==> src/rtl/tseq_pkg.sv <==
// Shared constants and command encoding for the timing sequence generator.
package tseq_pkg;

    localparam int unsigned SEL_W_DEF = 4;
    localparam int unsigned CYC_W_DEF = 8;

    // Per-edge command after priority resolution
    typedef enum logic [1:0] {
        CMD_HOLD = 2'd0,
        CMD_INC  = 2'd1,
        CMD_LOAD = 2'd2,
        CMD_CLR  = 2'd3
    } tseq_cmd_t;

    // Priority: clear beats load beats increment beats hold
    function automatic tseq_cmd_t resolve_cmd(input logic clr, input logic load, input logic inc);
        tseq_cmd_t cmd;
        cmd = CMD_HOLD;
        if (clr) begin
            cmd = CMD_CLR;
        end else if (load) begin
            cmd = CMD_LOAD;
        end else if (inc) begin
            cmd = CMD_INC;
        end
        return cmd;
    endfunction

endpackage

==> src/rtl/onehot_decoder.sv <==
// Combinational binary to one-hot decoder.
module onehot_decoder #(
    parameter int unsigned SEL_W = 4
) (
    input  logic [SEL_W-1:0]      sel,
    output logic [(2**SEL_W)-1:0] dec
);

    // Exactly one output bit follows the select value
    always_comb begin
        dec      = '0;
        dec[sel] = 1'b1;
    end

endmodule

==> src/rtl/timing_seq_gen.sv <==
// Timing-signal generator: sequence counter with one-hot T0..T(N-1) decode,
// wrap pulse and saturating completed-sequence count.
// Optional feature macro: TSEQ_LOAD_EN adds the load/load_val ports.
module timing_seq_gen
    import tseq_pkg::*;
#(
    parameter int unsigned SEL_W = SEL_W_DEF,
    parameter int unsigned LAST  = (2**SEL_W) - 1,
    parameter int unsigned CYC_W = CYC_W_DEF
) (
    input  logic                  clock,
    input  logic                  reset_n,
    input  logic                  clr,
    input  logic                  inc,
`ifdef TSEQ_LOAD_EN
    input  logic                  load,
    input  logic [SEL_W-1:0]      load_val,
`endif
    output logic [SEL_W-1:0]      sc,
    output logic [(2**SEL_W)-1:0] tsig,
    output logic                  wrap,
    output logic [CYC_W-1:0]      cyc_cnt
);

    localparam logic [SEL_W-1:0] LAST_V  = SEL_W'(LAST);
    localparam logic [CYC_W-1:0] CYC_MAX = '1;

    tseq_cmd_t        cmd_c;
    logic             load_c;
    logic [SEL_W-1:0] load_val_c;

    logic [SEL_W-1:0] sc_d, sc_q;
    logic             wrap_d, wrap_q;
    logic [CYC_W-1:0] cyc_cnt_d, cyc_cnt_q;

`ifdef TSEQ_LOAD_EN
    assign load_c     = load;
    assign load_val_c = load_val;
`else
    assign load_c     = 1'b0;
    assign load_val_c = '0;
`endif

    // Resolve the sampled control inputs into a single command
    always_comb begin
        cmd_c = resolve_cmd(clr, load_c, inc);
    end

    // Next-state for counter, wrap pulse and completed-sequence count
    always_comb begin
        sc_d      = sc_q;
        wrap_d    = 1'b0;
        cyc_cnt_d = cyc_cnt_q;
        case (cmd_c)
            CMD_CLR: begin
                sc_d = '0;
            end
            CMD_LOAD: begin
                sc_d = (load_val_c > LAST_V) ? LAST_V : load_val_c;
            end
            CMD_INC: begin
                if (sc_q == LAST_V) begin
                    sc_d   = '0;
                    wrap_d = 1'b1;
                    if (cyc_cnt_q != CYC_MAX) begin
                        cyc_cnt_d = cyc_cnt_q + CYC_W'(1);
                    end
                end else begin
                    sc_d = sc_q + SEL_W'(1);
                end
            end
            CMD_HOLD: begin
            end
            default: begin
            end
        endcase
    end

    // State registers with asynchronous reset to T0
    always_ff @(posedge clock or negedge reset_n) begin
        if (!reset_n) begin
            sc_q      <= '0;
            wrap_q    <= 1'b0;
            cyc_cnt_q <= '0;
        end else begin
            sc_q      <= sc_d;
            wrap_q    <= wrap_d;
            cyc_cnt_q <= cyc_cnt_d;
        end
    end

    onehot_decoder #(
        .SEL_W(SEL_W)
    ) u_dec (
        .sel(sc_q),
        .dec(tsig)
    );

    assign sc      = sc_q;
    assign wrap    = wrap_q;
    assign cyc_cnt = cyc_cnt_q;

endmodule

==> config.mk <==
export PLATFORM = sky130hd
export DESIGN_NAME = timing_seq_gen
export DESIGN_NICKNAME = d
export VERILOG_FILES = /design/src/rtl/tseq_pkg.sv /design/src/rtl/onehot_decoder.sv /design/src/rtl/timing_seq_gen.sv
export SDC_FILE = /design/constraint.sdc
export NUM_CORES = 1
export LEC_CHECK = 0
export CAP_MARGIN = 20
export CORE_ASPECT_RATIO = 2
export CORE_MARGIN = 2
export CORE_UTILIZATION = 30
export CTS_BUF_LIST = sky130_fd_sc_hd__clkbuf_4 sky130_fd_sc_hd__clkbuf_8 sky130_fd_sc_hd__clkbuf_16
export DETAILED_ROUTE_END_ITERATION = 6
export PLACE_DENSITY_LB_ADDON = 0.25
export SLEW_MARGIN = 25
export SYNTH_ARGS = -nofsm -noshare
export SYNTH_HDL_FRONTEND = slang
export SYNTH_HIERARCHICAL = 1
export SYNTH_SLANG_ARGS = --single-unit
export TNS_END_PERCENT = 30
==> constraint.sdc <==
create_clock -name clock -period 2 [get_ports clock]
set_clock_uncertainty 0.15 [all_clocks]
set_input_delay 0.3 -clock clock [delete_from_list [all_inputs] [get_ports clock]]
set_output_delay 0.3 -clock clock [all_outputs]
set_load 0.03 [all_outputs]
# Word-level counts from Yosys, hierarchy flattened
# Cells that the tools add are included.
[totals]
ff_bits = 13
[op_classes]
magnitude_cmp = 2
reduce_logical = 4
mux = 8
add_sub_neg = 2
eq_ne = 5
[ops]
columns = ["op", "n"]
rows = [
  ["$add 8x1->8 const B", 1],
  ["$ne 8x8->1 const B", 1],
  ["$pmux 4 s2", 1],
  ["$lt 4x5->1 const B", 1],
  ["$add 4x1->4 const B", 1],
  ["$demux 1 s4", 1],
  ["$eq 2x2->1 const B", 2],
  ["$eq 4x4->1 const B", 1],
  ["$ge 4x1->1 const B", 1],
  ["$mux 1", 4],
  ["$mux 4", 1],
  ["$reduce_and 3->1", 1],
  ["$eq 2x1->1 const B", 1],
  ["$mux 2", 1],
  ["$reduce_bool 2->1", 1],
  ["$reduce_or 2->1", 1],
  ["$logic_and 1x1->1", 1],
]

# Logic depth before layout (Yosys ltp)
[depth]
ltp_word = 5
mapped_depth = 5
depth_no_buf = 5

# Hierarchy
# The synthesis kept the hierarchy.
[modules_own_cells]
columns = ["module", "cells_per_inst", "seq_area_each_um2", "instances", "area_each_um2"]
rows = [
  ["timing_seq_gen", 57, 325.3, 1, 686.9],
  ["onehot_decoder", 20, 0.0, 1, 226.5],
]

# Worst setup path before layout
# Ideal clock, no wire load.
[synth_path]
path_type = "register -> register"
from = "register sc_q[0], in the netlist sc[0]"
to = "register cyc_cnt_q[7], in the netlist cyc_cnt[7]"
stages_incl_launch_ff = 6
required_time_ns = 1.723
n_path_buf = 0
t_arrival_ns = 1.745
path_slack_ns = -0.023
path_cell_list = "dfrtp_1 ha_1 nand4_4 nor2_4 and4_1 mux2_1"
[synth_via]
elab_chain_cells = 2
[synth_rtl]
columns = ["item", "line", "rtl"]
rows = [
  ["start: declaration", "timing_seq_gen.sv:32", "logic [SEL_W-1:0] sc_d, sc_q;"],
  ["start signal: assignment", "timing_seq_gen.sv:82", "sc_q <= '0;"],
  ["start signal: assignment", "timing_seq_gen.sv:86", "sc_q <= sc_d;"],
  ["$eq 4x4->1", "timing_seq_gen.sv:62", "if (sc_q == LAST_V) begin"],
  ["$reduce_and 3->1 (no line)", "--", ""],
  ["end signal: assignment", "timing_seq_gen.sv:88", "cyc_cnt_q <= cyc_cnt_d;"],
  ["end: declaration", "timing_seq_gen.sv:34", "logic [CYC_W-1:0] cyc_cnt_d, cyc_cnt_q;"],
]
# Every way passes these cells.
# A chain may end at the register's enable or synchronous reset.

# Worst setup path after layout
[layout_path]
from = "register sc_q[1], in the netlist sc[1]"
to = "output sc[1]"
[layout_lines]
columns = ["item", "line", "rtl"]
rows = [
  ["end: declaration", "timing_seq_gen.sv:19", "output logic [SEL_W-1:0] sc,"],
]
# No word-level cell between the ends.

==> results.yml <==
timing:
  tightest_slew_ns: 0.597
  period_share: 0.948
  setup_ws_ns: 0.104
  finalMaxSlewViolations: 0
  max_slew_margin: 0.601
  fin_setup_tns_ns: 0
  fmax_mhz: 528
  rsz0062_at_grt: "no"
  finalHoldViolCount: 0
  finalSetupViolations: 0
  period_needed_ns: 1.90
logic_synthesis:
  synth.cell_area_um2: 913
  yosysSeqAreaShare: 0.356
  synth_top_family_by_area: "simple AND/OR/NAND/NOR gates"
  yosys.area_share.xor_xnor: 0.0384
  synthSimpleGateAreaFrac: 0.395
  ys_ff_latch: 13
  synthAdderAreaFrac: 0.0274
  synth_nets: 83
  synthMuxAreaShare: 0.0521
  yosys_warnings: 6
  synth_compound_area_frac: 0.0726
  netlist_instances: 77
  syn_area_per_cell_um2: 11.9
  yosysUniqueCellTypes: 33
floorplan:
  die-area_um2: 3530
  std_cell_rows: 28
  coreArea_um2: 2940
  num_io_pins: 33
  die_h_um: 82.0
  start_util: 0.310
  dieWidth_um: 43.0
job:
  maxCapViolations: 0
critical_path:
  r2r_start: "cyc_cnt[0]$_DFFE_PN0P_"
  r2r_slack_ns: 0.23
  crit_chain: "buf_4 -> clkdlybuf4s50_1"
  max_stage_delay_ns: 0.69
  ff2ff_path_depth: 4
  required_ns: 1.55
  crit_buf_inv: 2
  path_max_fanout: 10
  path_depth: 2
  crit_end: "sc[1]"
  r2r-end: "cyc_cnt[1]$_DFFE_PN0P_"
  start_kind: "register"
  cp_top_family: "buffers and inverters"
  critical_path.startpoint: "sc[1]$_DFFE_PN0P_"
  critPathSlowestCell: "clkdlybuf4s50_1"
  arrival_ns: 1.45
  worstSetupPathType: "register to primary output"
  cp-end-kind: "primary output"
grt:
  met3_usage: 0.0154
  grt-busiest-layer: "met2"
  grt_pass1_vias: 783
  grtUsageMet1: 0.132
  antenna_found_initial: 0
  grt_usage: 0.126
  use_met2: 0.262
  grt_max_degree: 22
  grt-ovfl-total: 0
  grt_pass1_wl_um: 3510
outcome:
  outcome: "finished, final reports clean"
route:
  via_per_inst: 5.18
  firstDrtPassIters: 4
  ant_nets: 0
  wl_per_cell_um: 13.8
  drt-total-wl_um: 2030
  vias: 762
  drcViolationCount: 0
  drt-initial-drc-count: 6
min_path:
  min_path_type: "primary input to asynchronous set/reset pin"
clocking:
  cts_sinks: 13
  clock_latency_ns: 0.23
  h-tree-depth: 1
  cts_tree: "yes"
  clock_path_buffers: 2
  numCtsBuffers: 3
  cts_hold_buf: 0
  clk_pin_slew_ns: 0.05
  post_cts_buffers: 0
  root_buffer: "clkbuf_8"
cells_and_area:
  area_delta_synth_final_pct: 43.0
  n_antenna_cell: 0
  nets: 124
  utilization: 0.444
  drive_above_1_share: 0.393
  final_common_cell: "buf_4"
  mostFrequentLayoutCells: "25 x buf_4, 14 x clkdlybuf4s50_1, 10 x dfrtp_1"
  finalNonFillerCells: 147
power:
  power_density_nw_per_um2: 463
  p_leak_nw: 0.646
  ir_drop_v: 0.000383
placement:
  gp_congestion: 0.749
  hpwl_um: 1630
  pre_cts_ws_ns: 0.0596
  io_buffer_count: 32
  dp.cells: 143
-- how the worst min path moves through the flow --
stage,slack [ns],cells past startpoint,to
CTS,0.31,1,cyc_cnt[3]$_DFFE_PN0P_
global placement,0.37,1,cyc_cnt[0]$_DFFE_PN0P_
detailed placement,0.37,1,cyc_cnt[0]$_DFFE_PN0P_
global route,0.35,1,cyc_cnt[3]$_DFFE_PN0P_
finish,0.29,1,cyc_cnt[0]$_DFFE_PN0P_
floorplan,-0.15,0,cyc_cnt[0]$_DFFE_PN0P_
-- metrics by stage --
step                      hold WS [ns]  area [µm²]  power (mW)
after global routing             0.346        1310       0.635
after CTS                        0.310        1300       0.614
final                            0.294        1310       0.604
after global placement           0.367        1250       0.370
after floorplan                 -0.146         916       0.334
after detailed placement         0.371        1250       0.372
-- Yosys cell counts (all sizes together) --
cell | instances | area share
a211oi | 1 | 0.022
a21oi | 4 | 0.022
a311oi | 1 | 0.0096
a41oi | 2 | 0.019
and3 | 3 | 0.021
and4 | 3 | 0.029
and4b | 4 | 0.044
and4bb | 6 | 0.082
buf | 5 | 0.055
dfrtp | 13 | 0.36
ha | 2 | 0.027
inv | 1 | 0.0041
mux2 | 3 | 0.041
mux2i | 1 | 0.011
nand2 | 4 | 0.016
nand3 | 3 | 0.022
nand4 | 2 | 0.030
nor2 | 6 | 0.033
nor3 | 2 | 0.023
nor4 | 2 | 0.021
nor4b | 4 | 0.066
or2b | 1 | 0.0082
xnor2 | 2 | 0.019
xor2 | 2 | 0.019
-- report_power, final --
group	internal, mW	total [mW]	switching [mW]
Sequential	0.267	0.270	0.00270
Combinational	0.0393	0.0957	0.0564
Clock	0.154	0.239	0.0854
Total	0.460	0.604	0.144
-- per-layer routing --
metal	vias up	wire length, µm	share of wire
met5	-	0	0
met4	0	0	0
met3	0	120	0.059
met2	30	1160	0.57
met1	354	745	0.37
li1	378	-	-
-- timing repair --
action	in CTS	in global routing
endpoints found under the hold margin	0	0
gates resized for setup	0	3
setup endpoints to repair	0	3
-- sequential cells by signal, indices dropped and copies added (netlist names) --
register  flops
sc            4
wrap          1
cyc_cnt       8
-- cells by family after synthesis --
family,Yosys count
AO/OA/AOI/OAI,8
XOR/XNOR,4
adder cells (fa/ha/maj),2
buffers and inverters,6
flip-flops,13
multiplexers,4
AND/OR/NAND/NOR,40
-- layout make-up --
type	count	area, µm²
multi-input cells	58	534
flip-flops and latches	13	329
repair buffers	41	353
clock buffers	4	48.8
fillers	307	1640
well taps	30	37.5
inverters	1	3.75
No activity file was read; power rests on OpenSTA's default activity.
